<file path="config.mk">
export PLATFORM = sky130hd
export DESIGN_NAME = imem_loader
export DESIGN_NICKNAME = d
export VERILOG_FILES = /design/src/rtl/imem_loader.sv
export SDC_FILE = /design/constraint.sdc
export NUM_CORES = 1
export LEC_CHECK = 0
export ABC_AREA = 1
export CORE_MARGIN = 2
export CORE_UTILIZATION = 49
export CTS_CLUSTER_SIZE = 16
export DETAILED_ROUTE_END_ITERATION = 7
export GPL_ROUTABILITY_DRIVEN = 0
export PLACE_DENSITY = 0.86
export REMOVE_ABC_BUFFERS = 1
export SLEW_MARGIN = 20
export SYNTH_ARGS = -nofsm -noshare
export SYNTH_HDL_FRONTEND = slang
export SYNTH_SLANG_ARGS = --single-unit
export TNS_END_PERCENT = 30
</file>
<file path="constraint.sdc">
create_clock -name CLK -period 3.4 [get_ports CLK]
set_input_delay 0.68 -clock CLK [delete_from_list [all_inputs] [get_ports CLK]]
set_output_delay 0.68 -clock CLK [all_outputs]
set_load 0.005 [all_outputs]
</file>
<file path="src/rtl/imem_loader.sv">
// imem_loader: packs a big-endian byte stream into 32-bit instruction memory writes
// and holds the CPU in reset until the program is loaded.
module imem_loader #(
  parameter int ADDR_WIDTH = 8,
  parameter int BOOT_HOLD  = 2
) (
  input  logic                  CLK,
  input  logic                  Reset,
  input  logic                  load_start,
  input  logic [ADDR_WIDTH:0]   load_len,
  input  logic                  byte_valid,
  input  logic [7:0]            byte_data,
  output logic                  byte_ready,
  output logic                  mem_we,
  output logic [ADDR_WIDTH-1:0] mem_addr,
  output logic [31:0]           mem_wdata,
  output logic                  cpu_reset,
  output logic                  busy,
  output logic                  done,
  output logic                  error
);
  typedef enum logic [2:0] {IDLE, RECV, WRITE, HOLD, RUN} state_t;
  localparam logic [ADDR_WIDTH:0] MAX_LEN  = {1'b1, {ADDR_WIDTH{1'b0}}};
  localparam logic [3:0]          HOLD_END = 4'(BOOT_HOLD - 1);
  state_t                state_q, state_d;
  logic [ADDR_WIDTH:0]   len_q, len_d, word_cnt_q, word_cnt_d;
  logic [1:0]            byte_cnt_q, byte_cnt_d;
  logic [23:0]           word_q, word_d;
  logic [ADDR_WIDTH-1:0] addr_q, addr_d;
  logic [31:0]           wdata_q, wdata_d;
  logic [3:0]            hold_q, hold_d;
  logic                  error_q, error_d;
  logic                  len_bad;
  always_comb begin
    state_d    = state_q;
    len_d      = len_q;
    word_cnt_d = word_cnt_q;
    byte_cnt_d = byte_cnt_q;
    word_d     = word_q;
    addr_d     = addr_q;
    wdata_d    = wdata_q;
    hold_d     = hold_q;
    error_d    = error_q;
    len_bad    = load_len > MAX_LEN;
    case (state_q)
      IDLE, RUN: begin
        if (load_start && len_bad) error_d = 1'b1;
        else if (load_start) begin
          error_d    = 1'b0;
          len_d      = load_len;
          word_cnt_d = '0;
          byte_cnt_d = '0;
          addr_d     = '0;
          hold_d     = '0;
          state_d    = (load_len == '0) ? HOLD : RECV;
        end
      end
      RECV: begin
        if (byte_valid) begin
          byte_cnt_d = byte_cnt_q + 2'd1;
          word_d     = {word_q[15:0], byte_data};
          if (byte_cnt_q == 2'd3) begin
            wdata_d = {word_q, byte_data};
            state_d = WRITE;
          end
        end
      end
      WRITE: begin
        addr_d     = addr_q + 1'b1;
        word_cnt_d = word_cnt_q + 1'b1;
        byte_cnt_d = '0;
        hold_d     = '0;
        state_d    = (word_cnt_q + 1'b1 == len_q) ? HOLD : RECV;
      end
      HOLD: begin
        hold_d  = hold_q + 4'd1;
        state_d = (hold_q == HOLD_END) ? RUN : HOLD;
      end
      default: state_d = IDLE;
    endcase
  end
  always_ff @(posedge CLK or negedge Reset) begin
    if (!Reset) begin
      state_q    <= IDLE;
      len_q      <= '0;
      word_cnt_q <= '0;
      byte_cnt_q <= '0;
      word_q     <= '0;
      addr_q     <= '0;
      wdata_q    <= '0;
      hold_q     <= '0;
      error_q    <= 1'b0;
    end else begin
      state_q    <= state_d;
      len_q      <= len_d;
      word_cnt_q <= word_cnt_d;
      byte_cnt_q <= byte_cnt_d;
      word_q     <= word_d;
      addr_q     <= addr_d;
      wdata_q    <= wdata_d;
      hold_q     <= hold_d;
      error_q    <= error_d;
    end
  end
  assign byte_ready = state_q == RECV;
  assign mem_we     = state_q == WRITE;
  assign mem_addr   = addr_q;
  assign mem_wdata  = wdata_q;
  assign cpu_reset  = state_q != RUN;
  assign busy       = state_q inside {RECV, WRITE, HOLD};
  assign done       = state_q == RUN;
  assign error      = error_q;
endmodule

</file>
==> results.toml <==
[sta]
fin_skew_ps = 6.68
min_period_over_period_pct = 71.7
fmax_mhz = 410
relSlewSlack_pct = 52.9
rsz0062_at_grt = "no"
period_minus_slack_ps = 2440
fin_setup_tns_ps = 0
report.final.slew_viol_count = 0
hold_slack_ps = 267
worstMarginPinSlew_ps = 706
setup_violations = 0
finalHoldViolCount = 0

[synth]
syn-cell-area_mm2 = 0.00419
synthFlopType = "dfrtp_1"
synth_enable_flop_cells = 0
ys_top_cells_by_area = "dfrtp_1, nand2_1, o21ai_1"
async_flop_share_pct = 100
ys_seq_elements = 92
synth_top_area_share_pct = 55.0
synth_area_per_cell_um2 = 9.07
netlist_instances = 462
yosysUniqueCellTypes = 34
yosys.area.top_type = "dfrtp_1"
synth-seq-area-share_pct = 55.0
yosys_warnings = 0

[detailed_routing]
drt-total-wl_um = 8720
first_pass_iters = 4
num_vias = 3280
drc = 0
drt_iter0_markers = 141
ant_nets = 0
viasPerCell = 5.12
wl_per_cell_um = 13.6

[clocking]
cts_resized = 0
cts_buffer_depth = 2
tritoncts = "done"
insertion_delay_ps = 360
cts_buffers = 9
hold_buffers = 0
cts.reportedPaths.clkPinSlew_ps = 100
root_buffer = "clkbuf_8"
postCtsSetupRepairBufs = 0
h-tree-depth = 3
cts_sinks = 92

[setup_path]
start_kind = "flop"
path_delay_family = "buffers and inverters"
cp_num_buf_inv = 3
path_cells = "inv_2 > nand2_2 > nor2_4 > buf_4 > clkdlybuf4s50_1"
crit_arrival_ps = 1760
crit_type = "flop to primary output"
end_kind = "primary output"
critical-path-slowest-cell = "clkdlybuf4s50_1"
crit_fanout = 9
startpoint = "state_q[2]"
critPathMaxStageDelay_ps = 520
critPathRequiredTime_ps = 2720
rr_startpoint = "state_q[1]"

[global_routing]
grt_overflow = 0
antenna_found_initial = 0
grt.busiest_layer = "met2"
grt_max_degree = 50
met2_usage_pct = 35.5
grt_pass1_wl_um = 14800
grtUsageMet3_pct = 5.82
met1_usage_pct = 24.9
grt_pass1_vias = 3348
grtUsageTotal_pct = 20.5

[finish]
layout_common_cells = "nand2_1, dfrtp_1, clkdlybuf4s50_1"
insertedDiodeCount = 0
drive_gt1_share_pct = 11.6
final_common_cell = "nand2_1"
nNetsFinal = 557
fillerInstances = 698
area_growth_pct = 22.6

[floorplan]
die_h_um = 96.5
coreArea_mm2 = 0.00826
boundaryPins = 67
initial_core_util_pct = 50.7
row_count = 33
die-area_mm2 = 0.00930
dieWidth_um = 96.5

[worst_hold_path]
hold_class = "input pin to asynchronous set/reset pin"

[flow_run]
maxCapViolCount = 0

[place]
dp_hpwl_um = 6130
io_buffers = 66

[power]
p_leak_nw = 2.40
pwr_density_cell_mw_per_mm2 = 755
total_power_mw = 3.88
peakVddDrop_mv = 0.405

[run_status]
status = "finished clean"
-- registers in the layout, indices dropped and copies added (netlist names) --
signal and cells:
error 1, mem_wdata 32, byte_cnt_q 2, word_cnt_q 9
mem_addr 8, state_q 3, len_q 9, hold_q 4
word_q 24
-- final timing paths --
| check | cells after the start | slack, ps | end |
|---|---|---|---|
| min in group CLK | 2 | 490 | byte_cnt_q[1] |
| setup / recovery | 5 | 960 | mem_we |
| hold reg to reg | 2 | 490 | byte_cnt_q[1] |
| setup reg to reg | 7 | 1410 | mem_wdata[12] |
| hold / removal | 1 | 270 | mem_addr[2] |
| max in group asynchronous | 2 | 2400 | error |
-- stage by stage --
step / setup WS, ps / area (µm²) / instances / utilization (%)
after CTS: 957 / 5140 / 641 / 62.2
after floorplan: 875 / 4120 / 448 / -
after detailed placement: 885 / 4960 / 625 / 60.0
final: 962 / 5140 / 641 / 62.2
after global placement: 935 / 4960 / 625 / 60.0
after global routing: 881 / 5140 / 641 / 62.2
-- report_power, final --
part	switching, mW	internal [mW]
clock network	0.414	0.276
registers	0.279	1.49
logic	0.718	0.709
-- Yosys cell counts (2+ instances only) --
cell      count
nor2_8        2
xor2_1        6
mux2_4        2
o21ai_1      63
dfrtp_1      92
ha_1          5
xnor2_1       3
inv_1        58
nand2_1     117
o21ai_0       4
nand3_1      23
buf_2        10
nor2_1       13
clkbuf_1      3
o22ai_1       5
nor2_2        5
nand3b_1      3
mux2_1        6
inv_2        12
o21ai_2       2
nand4_1       6
nand2_2       3
o22ai_2       8
-- cell type report --
cell class / count / area [µm²] / share of cell area, %
clock buffers: 9 / 124 / 2.41
clock inverters: 7 / 57.6 / 1.12
inverters: 71 / 267 / 5.19
multi-input cells: 285 / 1550 / 30.2
flip-flops and latches: 92 / 2300 / 44.8
well taps: 105 / 131 / 2.56
repair buffers: 72 / 703 / 13.7
-- per-layer routing --
| layer | vias up | wire (µm) |
|---|---|---|
| li1 | 1621 | - |
| met1 | 1574 | 3850 |
| met2 | 76 | 4230 |
| met3 | 9 | 551 |
| met4 | 0 | 89 |
| met5 | - | 0 |
-- kinds of logic after synthesis --
logic type / share of synthesized area (%)
mux: 2.33
compound gates: 12.2
fa+ha+maj: 1.49
simple gates: 19.0
xor+xnor: 1.88
buf+inv: 8.09
flops: 55.0
No activity file was read; power rests on OpenSTA's default activity.
